$ cat config.mk
export PLATFORM = sky130hd
export DESIGN_NAME = eva_ahb_slv_regfile_flat
export DESIGN_NICKNAME = d
export VERILOG_FILES = /design/src/rtl/eva_ahb_slv_regfile_if.sv /design/src/rtl/eva_ahb_slv_regfile.sv /design/src/flat_wrapper.sv
export SDC_FILE = /design/constraint.sdc
export NUM_CORES = 1
export LEC_CHECK = 0
export BUFFER_PORTS_ARGS = -buffer_cell sky130_fd_sc_hd__buf_2
export CORE_ASPECT_RATIO = 1.75
export CORE_MARGIN = 3
export CORE_UTILIZATION = 56
export DETAILED_ROUTE_END_ITERATION = 6
export GPL_TIMING_DRIVEN = 0
export PLACE_DENSITY_LB_ADDON = 0.2
export SLEW_MARGIN = 20
export SYNTH_ARGS = -nofsm -noshare
export SYNTH_HDL_FRONTEND = slang
export SYNTH_SLANG_ARGS = --single-unit
$ cat constraint.sdc
create_clock -name hclk -period 14.8 [get_ports hclk]
set_input_delay 0.74 -clock hclk [delete_from_list [all_inputs] [get_ports hclk]]
set_output_delay 0.74 -clock hclk [all_outputs]
set_load 0.005 [all_outputs]
$ cat src/rtl/eva_ahb_slv_regfile_if.sv
// AHB-Lite slave-side bus bundle for the EVA register file target.
// The master modport is the bus side (decoder/mux plus initiator);
// the slave modport is the register file.
interface eva_ahb_slv_regfile_if;
  logic        hsel;
  logic [1:0]  htrans;
  logic        hwrite;
  logic [31:0] haddr;
  logic [1:0]  hsize;
  logic [31:0] hwdata;
  logic        hready_in;
  logic        hready_out;
  logic [1:0]  hresp;
  logic [31:0] hrdata;

  modport master (
    output hsel, htrans, hwrite, haddr, hsize, hwdata, hready_in,
    input  hready_out, hresp, hrdata
  );

  modport slave (
    input  hsel, htrans, hwrite, haddr, hsize, hwdata, hready_in,
    output hready_out, hresp, hrdata
  );
endinterface

$ cat src/rtl/eva_ahb_slv_regfile.sv
// AHB-Lite slave register file. NREG word registers, index 0 is a
// read-only ID. Legal transfers take WAIT_CYC wait states; illegal ones
// (non-word size, misaligned, out of range) get a two-cycle ERROR.
module eva_ahb_slv_regfile #(
  parameter int unsigned NREG     = 16,
  parameter int unsigned WAIT_CYC = 0,
  parameter logic [31:0] ID_VAL   = 32'hE7A0_0001
) (
  input  logic                 hclk,
  input  logic                 hrest,
  eva_ahb_slv_regfile_if.slave bus
);

  localparam int unsigned IDXW     = (NREG > 1) ? $clog2(NREG) : 1;
  localparam logic [10:0] NREG_W   = 11'(NREG);
  localparam logic [3:0]  CNT_INIT = (WAIT_CYC == 0) ? 4'd0 : 4'(WAIT_CYC - 1);
  localparam logic [1:0]  RESP_OKAY  = 2'b00;
  localparam logic [1:0]  RESP_ERROR = 2'b01;

  typedef enum logic [2:0] {
    ST_IDLE = 3'd0,
    ST_WAIT = 3'd1,
    ST_DATA = 3'd2,
    ST_ERR1 = 3'd3,
    ST_ERR2 = 3'd4
  } state_t;

  state_t          state_r;
  state_t          state_nxt_s;
  state_t          entry_s;
  logic [3:0]      cnt_r;
  logic [3:0]      cnt_nxt_s;
  logic            write_r;
  logic [IDXW-1:0] idx_r;
  logic [9:0]      addr_idx_s;
  logic            accept_s;
  logic            illegal_s;
  logic            take_s;
  logic            ready_s;
  logic [1:0]      resp_s;
  logic [31:0]     rdata_s;
  logic [31:0]     regs_r [NREG];
  logic            unused_s;

  // Only the low 12 address bits are decoded.
  assign unused_s   = ^bus.haddr[31:12];
  assign addr_idx_s = bus.haddr[11:2];
  assign accept_s   = bus.hsel & bus.htrans[1] & bus.hready_in;
  assign illegal_s  = (bus.hsize != 2'b10) | (bus.haddr[1:0] != 2'b00) |
                      ({1'b0, addr_idx_s} >= NREG_W);
  // A new address phase is only taken in states that end with hready high.
  assign take_s     = accept_s &
                      ((state_r == ST_IDLE) | (state_r == ST_DATA) | (state_r == ST_ERR2));

  // Accept decode shared by every state that can start a new transfer.
  always_comb begin
    entry_s = ST_IDLE;
    if (accept_s) begin
      if (illegal_s) begin
        entry_s = ST_ERR1;
      end else if (WAIT_CYC == 0) begin
        entry_s = ST_DATA;
      end else begin
        entry_s = ST_WAIT;
      end
    end else begin
      entry_s = ST_IDLE;
    end
  end

  // Next-state, wait counter and handshake outputs.
  always_comb begin
    state_nxt_s = state_r;
    cnt_nxt_s   = cnt_r;
    ready_s     = 1'b1;
    resp_s      = RESP_OKAY;
    case (state_r)
      ST_IDLE, ST_DATA: begin
        state_nxt_s = entry_s;
        if (entry_s == ST_WAIT) begin
          cnt_nxt_s = CNT_INIT;
        end else begin
          cnt_nxt_s = cnt_r;
        end
      end
      ST_WAIT: begin
        ready_s = 1'b0;
        if (cnt_r == 4'd0) begin
          state_nxt_s = ST_DATA;
        end else begin
          cnt_nxt_s = cnt_r - 4'd1;
        end
      end
      ST_ERR1: begin
        ready_s     = 1'b0;
        resp_s      = RESP_ERROR;
        state_nxt_s = ST_ERR2;
      end
      ST_ERR2: begin
        resp_s      = RESP_ERROR;
        state_nxt_s = entry_s;
        if (entry_s == ST_WAIT) begin
          cnt_nxt_s = CNT_INIT;
        end else begin
          cnt_nxt_s = cnt_r;
        end
      end
      default: begin
        state_nxt_s = ST_IDLE;
        cnt_nxt_s   = 4'd0;
      end
    endcase
  end

  // State, counter and captured address-phase attributes.
  always_ff @(posedge hclk or posedge hrest) begin
    if (hrest) begin
      state_r <= ST_IDLE;
      cnt_r   <= 4'd0;
      write_r <= 1'b0;
      idx_r   <= {IDXW{1'b0}};
    end else begin
      state_r <= state_nxt_s;
      cnt_r   <= cnt_nxt_s;
      if (take_s) begin
        write_r <= bus.hwrite;
        idx_r   <= addr_idx_s[IDXW-1:0];
      end
    end
  end

  // Register array; a write commits on the edge that closes its data phase.
  always_ff @(posedge hclk or posedge hrest) begin
    if (hrest) begin
      for (int unsigned i = 0; i < NREG; i++) begin
        regs_r[i] <= 32'd0;
      end
    end else if ((state_r == ST_DATA) && write_r && (idx_r != {IDXW{1'b0}})) begin
      regs_r[idx_r] <= bus.hwdata;
    end
  end

  // Read data is only driven during a read data cycle, zero otherwise.
  always_comb begin
    rdata_s = 32'd0;
    if ((state_r == ST_DATA) && !write_r) begin
      if (idx_r == {IDXW{1'b0}}) begin
        rdata_s = ID_VAL;
      end else begin
        rdata_s = regs_r[idx_r];
      end
    end else begin
      rdata_s = 32'd0;
    end
  end

  assign bus.hready_out = ready_s;
  assign bus.hresp      = resp_s;
  assign bus.hrdata     = rdata_s;

endmodule

$ cat src/flat_wrapper.sv
// flat-port wrapper written by rule: the top's interface ports become plain ports
module eva_ahb_slv_regfile_flat 
#(
  parameter int unsigned NREG     = 16,
  parameter int unsigned WAIT_CYC = 0,
  parameter logic [31:0] ID_VAL   = 32'hE7A0_0001
)
  (hclk, hrest, bus_hsel, bus_htrans, bus_hwrite, bus_haddr, bus_hsize, bus_hwdata, bus_hready_in, bus_hready_out, bus_hresp, bus_hrdata);
  eva_ahb_slv_regfile_if bus_i ();
  input  logic hclk;
  input  logic hrest;
  input wire logic [$bits(bus_i.hsel)-1:0] bus_hsel;
  input wire logic [$bits(bus_i.htrans)-1:0] bus_htrans;
  input wire logic [$bits(bus_i.hwrite)-1:0] bus_hwrite;
  input wire logic [$bits(bus_i.haddr)-1:0] bus_haddr;
  input wire logic [$bits(bus_i.hsize)-1:0] bus_hsize;
  input wire logic [$bits(bus_i.hwdata)-1:0] bus_hwdata;
  input wire logic [$bits(bus_i.hready_in)-1:0] bus_hready_in;
  output wire logic [$bits(bus_i.hready_out)-1:0] bus_hready_out;
  output wire logic [$bits(bus_i.hresp)-1:0] bus_hresp;
  output wire logic [$bits(bus_i.hrdata)-1:0] bus_hrdata;
  assign bus_i.hsel = bus_hsel;
  assign bus_i.htrans = bus_htrans;
  assign bus_i.hwrite = bus_hwrite;
  assign bus_i.haddr = bus_haddr;
  assign bus_i.hsize = bus_hsize;
  assign bus_i.hwdata = bus_hwdata;
  assign bus_i.hready_in = bus_hready_in;
  assign bus_hready_out = bus_i.hready_out;
  assign bus_hresp = bus_i.hresp;
  assign bus_hrdata = bus_i.hrdata;
  eva_ahb_slv_regfile #(.NREG(NREG), .WAIT_CYC(WAIT_CYC), .ID_VAL(ID_VAL)) u_core (.hclk(hclk), .hrest(hrest), .bus(bus_i));
endmodule
# After elaboration in Yosys (flattened, before gate mapping)
# Cells that the tools add are included.
# Widths: inputs -> output; s select.
# totals
memories,0
latch_bits,0
input_bits,73
register_bits,524
mem_bits_ro,0
word_cells,73
ram_bits,0
# op_classes
shifts,0
eq_ne,9
muxes,17
div,0
add_sub_neg,1
magnitude_cmp,3
reduce_logical,14
bitwise_logic,9
mul,0
# op_table
cell,count
$bwmux 512,1
$mux 32,5
$bmux 32 s4,1
$demux 32 s4,1
$pmux 4 s3,1
$ge 10x5->1 const B,1
$pmux 3 s3,1
$logic_not 4->1,2
$mux 4,2
$eq 3x2->1 const B,2
$ge 5x5->1 const B,1
$lt 5x1->1 const B,1
$not 4->5,1
$logic_and 1x1->1,4
$ne 2x1->1 const B,2
$ne 2x2->1 const B,2
$or 1x1->1,4
$reduce_bool 4->1,1
$reduce_or 2->1,2
$sub 4x1->4 const B,1
$and 1x1->1,3
$eq 3x1->1 const B,1
$eq 3x3->1 const B,1
$logic_not 3->1,1
other kinds (9),11

# Logic depth before layout (Yosys ltp)
# Gate-level depths: netlist of run 1.
# depth
ltp_word,8
ltp_mapped,7
mapped_depth_nobuf,5

# Worst setup path after synthesis of run 1
# Ideal clock, no wire load.
# synth_timing
kind,register -> output
from,reg u_core.state_r[0]
to,out bus_hrdata[10]
t_arrival_ns,1.871
path_buffers,3
path_stages_with_launch,7
required_time_ns,14.060
path_slack_ns,12.189
cell_sequence,dfrtp_1 -> or4b_1 -> buf_2 -> or3_1 -> buf_6 -> buf_6 -> o211ai_2
# synth_between
elab_chain_cells,3
# synth_rtl
element,line,source
from (decl),eva_ahb_slv_regfile.sv:28,state_t state_r;
from (signal assigned),eva_ahb_slv_regfile.sv:123,state_r <= state_nxt_s;
$eq 3x2->1,eva_ahb_slv_regfile.sv:146,if ((state_r == ST_DATA) && !write_r) begin
$logic_and 1x1->1,eva_ahb_slv_regfile.sv:146,
$mux 32,eva_ahb_slv_regfile.sv:146,
to (decl),flat_wrapper.sv:21,output wire logic [$bits(bus_i.hrdata)-1:0] bus_hrdata;
# Every way passes these cells.

# Worst setup path after layout of run 1
# layout_timing
from,reg u_core.idx_r[1]
to,out bus_hrdata[27]
# layout_between
elab_chain_cells,6
# layout_rtl
element,line,source
from (decl),eva_ahb_slv_regfile.sv:34,logic [IDXW-1:0] idx_r;
from (signal assigned),eva_ahb_slv_regfile.sv:121,idx_r <= {IDXW{1'b0}};
from (signal assigned),eva_ahb_slv_regfile.sv:127,idx_r <= addr_idx_s[IDXW-1:0];
$not 4->5 (implied by the code),eva_ahb_slv_regfile.sv:150,rdata_s = regs_r[idx_r];
$bmux 32 s4,eva_ahb_slv_regfile.sv:150,
$mux 32 (implied by the code) (2 in a row),eva_ahb_slv_regfile.sv:150,
$mux 32 (*),eva_ahb_slv_regfile.sv:147,if (idx_r == {IDXW{1'b0}}) begin
$mux 32 (*),eva_ahb_slv_regfile.sv:146,
# Every way passes the cells marked *; elsewhere a longest branch is shown, timed or not. The select of a mux whose other input is x is not followed.

==> flow_summary.yaml, run 1 <==
clocking:
  cts.repair.resized: 0
  cts_root_buf: "clkbuf_16"
  cts_sinks: 515
  hold_buffers: 0
  cts_htree_levels: 2
  post-cts-setup-buffers: 0
  cts_tree: "done"
  numCtsBuffers: 47
  clkTransAtPathRegs_ns: 0.07
  clockBufferDepth: 3
  clock_latency_ns: 0.57
die:
  die_w_um: 160
  initial_utilization: 0.569
  dieArea_um2: 44400
  core_um2: 41100
  boundaryPins: 108
  die_y_um: 276
  rows: 98
detailed_routing:
  drtAntennaViolNets: 0
  viasPerCell: 6.16
  wl_per_cell_um: 26.7
  drc: 0
  first_pass_iters: 5
  via_count: 13813
  drt_iter0_drc: 914
  wirelength_mm: 60.0
finish:
  area_delta_synth_final_pct: 13.1
  final_util: 0.644
  nNetsFinal: 1731
  drive_above_1_share: 0.520
grt:
  first_global_vias: 15310
  antenna_found_initial: 2
  grtUsageTotal: 0.276
  grt_max_degree: 38
  overflow: 0
  grt_pass1_wl_mm: 93.2
placement:
  dpl.hpwl_mm: 40.6
  io_buffers: 85
  place_congestion: 0.814
worst_setup_path:
  cp_max_fo: 10
  worst-endpoint-required_ns: 14.06
  end_kind: "output port"
  r2r-start: "u_core.idx_r[2]"
  worstReg2RegEnd: "u_core.regs_r[3]"
  r2r_slack_ns: 12.07
  worstRegToRegCells: 6
  cp-start-kind: "flip-flop"
  crit_arrival_ns: 3.56
  crit_type: "flip-flop to output port"
timing:
  tightest_slew_ns: 1.12
  period_minus_slack_ns: 4.30
  fmax_ghz: 0.232
  hold_violations: 0
  rsz0062_at_grt: "no"
  drv_slew: 0
  setup-tns-final_ns: 0
  relSlewSlack: 0.250
  finClkSkew_ns: 0.0188
  fin_crit_sh: 0.291
  finalSetupViolations: 0
run_status:
  status: "finished clean"
synthesis:
  postSynthAreaPerCell_um2: 15.5
  synth_most_common_cell: "dfrtp_1"
  synth_seq_cells: 515
  synth_top_cell_area_share: 0.551
  synth_top_area_cell: "dfrtp_1"
  ys_warn_count: 0
  yosys-top-cells-count: "dfrtp_1, mux2_2, mux4_2"
  synthTopCellsByArea: "dfrtp_1, mux2_2, mux4_2"
  syn_area_um2: 23400
  synth-seq-area-share: 0.551
  synth-main-ff-cell: "dfrtp_1"
  synth-async-reset-ratio: 1.00
  synth-edff-count: 0
  syn_inst: 1506
  syn-num-nets: 1580
  synth_cell_type_count: 47
pwr:
  power_leakage_nw: 11.4
  max-vdd-ir-drop_mv: 0.110
  power_density_nw_per_um2: 160
flow_run:
  max_cap_viol_count: 0
min_path:
  hold_path.class: "input port to asynchronous set/reset pin"
[layout by cell type, fill, tap and decap left out, types with 4 or more instances in the layout]
cell type	netlist	final
clkinv_2	0	10
buf_12	0	14
mux4_2	110	110
mux2i_1	41	41
nand4_1	4	4
a221oi_1	18	18
nor2b_1	6	6
dfrtp_1	515	515
a221o_1	9	9
o211ai_2	20	20
bufinv_16	0	4
mux2_2	501	501
inv_1	18	17
buf_1	6	6
nand3_1	53	53
buf_2	58	143
clkbuf_1	94	100
nand4b_1	4	4
clkbuf_8	0	13
clkbuf_16	0	47
[power breakdown]
part / switching (W) / internal [W] / total, W
combinational: 0.000437 / 0.000597 / 0.00103
sequential: 0.000178 / 0.00177 / 0.00195
clock: 0.000537 / 0.000719 / 0.00126
[layer usage]
layer  vias up  wire length (um)  global-route usage
li1       5890                 -                   -
met4         2              2610               0.116
met2       370             32200               0.492
met1      7403             22500               0.337
met3       148              2660              0.0370
met5         -                13                   0
[cells by family (layout without fill, tap and decap cells)]
| family | count (synthesis) | count (layout) | share of synthesized area |
|---|---|---|---|
| simple gates | 89 | 89 | 0.0223 |
| other cells | 1 | 2 | 0.000160 |
| compound gates | 64 | 64 | 0.0268 |
| buf+inv | 182 | 368 | 0.0336 |
| fa+ha+maj | 1 | 1 | 0.000535 |
| flops | 515 | 515 | 0.551 |
| mux | 654 | 654 | 0.366 |
[worst max path at each step]
stage | slack (ns) | from | end
6_report | 10.50 | u_core.idx_r[1] | bus_hrdata[27]
4_1_cts | 10.51 | u_core.idx_r[1] | bus_hrdata[19]
3_5_place_dp | 11.08 | u_core.idx_r[1] | bus_hrdata[19]
3_3_place_gp | 4.50 | hrest | u_core.regs_r[358]
2_1_floorplan | 7.07 | hrest | u_core.cnt_r[0]
5_1_grt | 10.48 | u_core.idx_r[1] | bus_hrdata[19]
[state kept, by name, summed over array words and instances (netlist names)]
register / cells
u_core.cnt_r: 4
u_core.idx_r: 4
u_core.regs_r: 503
u_core.state_r: 3
u_core.write_r: 1
[cell type report]
type                    instances  area, um2
fillers                      3037      14600
flip-flops and latches        515      12900
multi-input cells             809       9730
clock buffers                  66       1380
repair buffers                102        788
plain buffers                 164        719
well taps                     550        688
clock inverters                18        204
inverters                      18       71.3
diodes                          1       2.50
[worst max-delay path, cell delays in order (launching register included)]
cell and delay, ns:
dfrtp_1 0.35, buf_2 0.20, clkbuf_1 0.74, clkbuf_1 0.86, mux4_2 0.43, nand3_1 0.11
o211ai_2 0.13, buf_2 0.15
[metrics by stage]
step	worst slack [ns]	total power [W]	area, um2	hold WS [ns]	instances
global route	10.48	0.00443	26500	0.125	2242
global placement	4.50	0.00294	24500	0.435	2141
floorplan	7.07	0.00271	23400	0.425	1506
finish	10.50	0.00424	26500	0.119	2243
detailed placement	11.08	0.00301	24900	0.442	2158
CTS	10.51	0.00427	26500	0.108	2242
No activity file was read; power rests on OpenSTA's default activity.
==> run 2, diff against run 1 <==
--- a/config.mk
+++ b/config.mk
@@ -5,10 +5,11 @@
 export SDC_FILE = /design/constraint.sdc
 export NUM_CORES = 1
 export LEC_CHECK = 0
+export ABC_AREA = 1
 export BUFFER_PORTS_ARGS = -buffer_cell sky130_fd_sc_hd__buf_2
 export CORE_ASPECT_RATIO = 1.75
 export CORE_MARGIN = 3
-export CORE_UTILIZATION = 56
+export CORE_UTILIZATION = 60
 export DETAILED_ROUTE_END_ITERATION = 6
 export GPL_TIMING_DRIVEN = 0
 export PLACE_DENSITY_LB_ADDON = 0.2
==> constraint.sdc (replaced) <==
create_clock -name hclk -period 4.42 [get_ports hclk]
set_input_delay 0.221 -clock hclk [delete_from_list [all_inputs] [get_ports hclk]]
set_output_delay 0.221 -clock hclk [all_outputs]
set_load 0.005 [all_outputs]
==> flow_summary.yaml, run 2 <==
clocking:
  cts_root_buf: "clkbuf_16"
  clockBufferDepth: 3
  clock_latency_ns: 0.57
  numCtsBuffers: 47
  cts_tree: "done"
  clkTransAtPathRegs_ns: 0.07
  cts_htree_levels: 2
  cts_sinks: 518
  post-cts-setup-buffers: 0
synthesis:
  syn_area_um2: 23400
  synthTopCellsByArea: "dfrtp_1, nand2_1, o21ai_0"
  synth-seq-area-share: 0.554
  synth_compound_area_frac: 0.117
  syn_inst: 2973
  synth_top_area_cell: "dfrtp_1"
  synth_cell_type_count: 28
  ys_warn_count: 0
  synthXorXnorAreaFrac: 0
  postSynthAreaPerCell_um2: 7.87
  synth_seq_cells: 518
  syn-num-nets: 3047
  yosys-top-cells-count: "nand2_1, dfrtp_1, o21ai_0"
  synth-async-reset-ratio: 1.00
  yosys.area_share.simple: 0.275
  synthAdderAreaFrac: 0.000535
  synth-edff-count: 0
  synth-main-ff-cell: "dfrtp_1"
  synth_top_cell_area_share: 0.554
  synth_top_family_by_area: "simple AND/OR/NAND/NOR gates"
  synth_most_common_cell: "nand2_1"
  synthMuxAreaShare: 0
grt:
  grt_pass1_wl_mm: 123
  overflow: 0
  antenna_found_initial: 0
  grtUsageTotal: 0.391
  grt_max_degree: 38
  first_global_vias: 21649
timing:
  rsz0062_at_grt: "no"
  fmax_ghz: 0.282
  setup-tns-final_ns: 0
  drv_slew: 0
  period_minus_slack_ns: 3.54
  finalSetupViolations: 0
  hold_violations: 0
  relSlewSlack: 0.339
  finClkSkew_ns: 0.0152
  tightest_slew_ns: 0.992
  fin_crit_sh: 0.801
die:
  rows: 95
  initial_utilization: 0.609
  boundaryPins: 108
  core_um2: 38400
  dieArea_um2: 41500
  die_y_um: 267
  die_w_um: 155
detailed_routing:
  drtAntennaViolNets: 0
  viasPerCell: 5.95
  drt_iter0_drc: 2493
  drc: 25
  wirelength_mm: 80.3
  wl_per_cell_um: 22.0
  first_pass_iters: 7
  via_count: 21755
worst_setup_path:
  crit_arrival_ns: 3.32
  cp-start-kind: "flip-flop"
  crit_slowest_cell: "clkbuf_1"
  end_kind: "output port"
  cp_max_fo: 10
  r2r-start: "u_core.idx_r[3]"
  crit_path_cell_trace: "buf_4 -> buf_2 -> clkbuf_1 -> nand2_1 -> nand2_1 -> nand2_1 -> nand3_1 -> nand2_1 -> nand2_1 -> nor2_1 -> nor2_1 -> buf_2"
  worst-endpoint-required_ns: 4.20
  crit_type: "flip-flop to output port"
  cpMostUsedCell: "nand2_1"
  cp-startpoint: "u_core.idx_r[0]"
  slowest_delay_ns: 0.75
finish:
  drive_above_1_share: 0.0939
  reg_top3: "u_core.regs_r: 506 flops, u_core.cnt_r: 4 flops, u_core.idx_r: 4 flops"
  regMostFlops: "u_core.regs_r"
  nNetsFinal: 3213
  area_delta_synth_final_pct: 13.1
  largest_register_ff_count: 506
  final_cell_count_no_fill: 3657
  final_cell_mix: "nand2_1, dfrtp_1, o21ai_0, buf_2, o21ai_1"
  antenna_cells: 0
  layout_commonest_cell: "nand2_1"
placement:
  place_inst: 3560
  place_congestion: 0.986
  dpl.hpwl_mm: 58.1
  io_buffers: 85
pwr:
  max-vdd-ir-drop_mv: 0.439
  power_leakage_nw: 13.9
  power_density_nw_per_um2: 694
flow_run:
  max_cap_viol_count: 0
min_path:
  hold_path.class: "input port to flip-flop"
  hp-start: "bus_hwdata[27]"
run_status:
  violations: "design-rule violations"
  status: "finished, violations left"
## run 2: per-stage QoR
stage / util / setup slack (ns) / hold WS (ns) / total power (W) / instance area [um2]
after floorplan: - / -2.84 / 0.331 / 0.0114 / 23400
after global placement: 0.636 / -5.35 / 0.419 / 0.0137 / 24400
after detailed placement: 0.645 / 1.68 / 0.103 / 0.0140 / 24800
after CTS: 0.689 / 1.07 / 0.000153 / 0.0181 / 26400
after global routing: 0.689 / 0.762 / 0.0220 / 0.0193 / 26400
final: 0.689 / 0.877 / 0.00120 / 0.0184 / 26400
## run 2: path summary, 6_finish.rpt
| path | to | slack [ns] | cells past startpoint |
|---|---|---|---|
| max in group asynchronous | u_core.regs_r[111] | 2.46 | 10 |
| min | u_core.regs_r[475] | 0.001 | 3 |
| max | bus_hrdata[29] | 0.88 | 12 |
| min in group asynchronous | u_core.regs_r[342] | 0.08 | 3 |
| min reg2reg | u_core.regs_r[482] | 0.46 | 1 |
| max reg2reg | u_core.regs_r[401] | 2.05 | 5 |
## run 2: worst max-delay path, delay by kind of cell (launching register included)
kind	cells	cell delay, ns
buf+inv	4	1.51
simple gates	8	0.89
flops	1	0.33
## run 2: cell families after synthesis
| family | after synthesis |
|---|---|
| adder cells (fa/ha/maj) | 1 |
| AO/OA/AOI/OAI | 545 |
| other | 1 |
| buffers and inverters | 289 |
| flip-flops | 518 |
| AND/OR/NAND/NOR | 1619 |
## run 2: repair_timing
action / 4_1_cts / 5_1_grt
endpoints found under the hold margin: 103 / 0
gates resized for setup: 0 / 0
hold buffers: 15 / 0
## run 2: per-layer routing
| layer | up-vias | global-route usage | share of wire |
|---|---|---|---|
| li1 | 9757 | - | - |
| met5 | - | 0 | 0 |
| met4 | 0 | 0.348 | 0.11 |
| met3 | 413 | 0.0611 | 0.084 |
| met2 | 1249 | 0.631 | 0.47 |
| met1 | 10336 | 0.446 | 0.33 |
## run 2: power by group
part           switching [W]  leakage, nW  internal (W)
sequential          0.000943         5.15       0.00642
clock                0.00181        0.751       0.00230
combinational        0.00480         8.00       0.00209
## run 2: cell type report
| cell class | instances | area (um2) |
|---|---|---|
| Timing Repair Buffer | 117 | 931 |
| Fill cell | 3148 | 11900 |
| Buffer | 235 | 1040 |
| Tap cell | 485 | 607 |
| Inverter | 54 | 209 |
| Multi-Input combinational cell | 2166 | 9180 |
| Sequential cell | 518 | 13000 |
| Clock buffer | 72 | 1440 |
| Clock inverter | 10 | 80.1 |
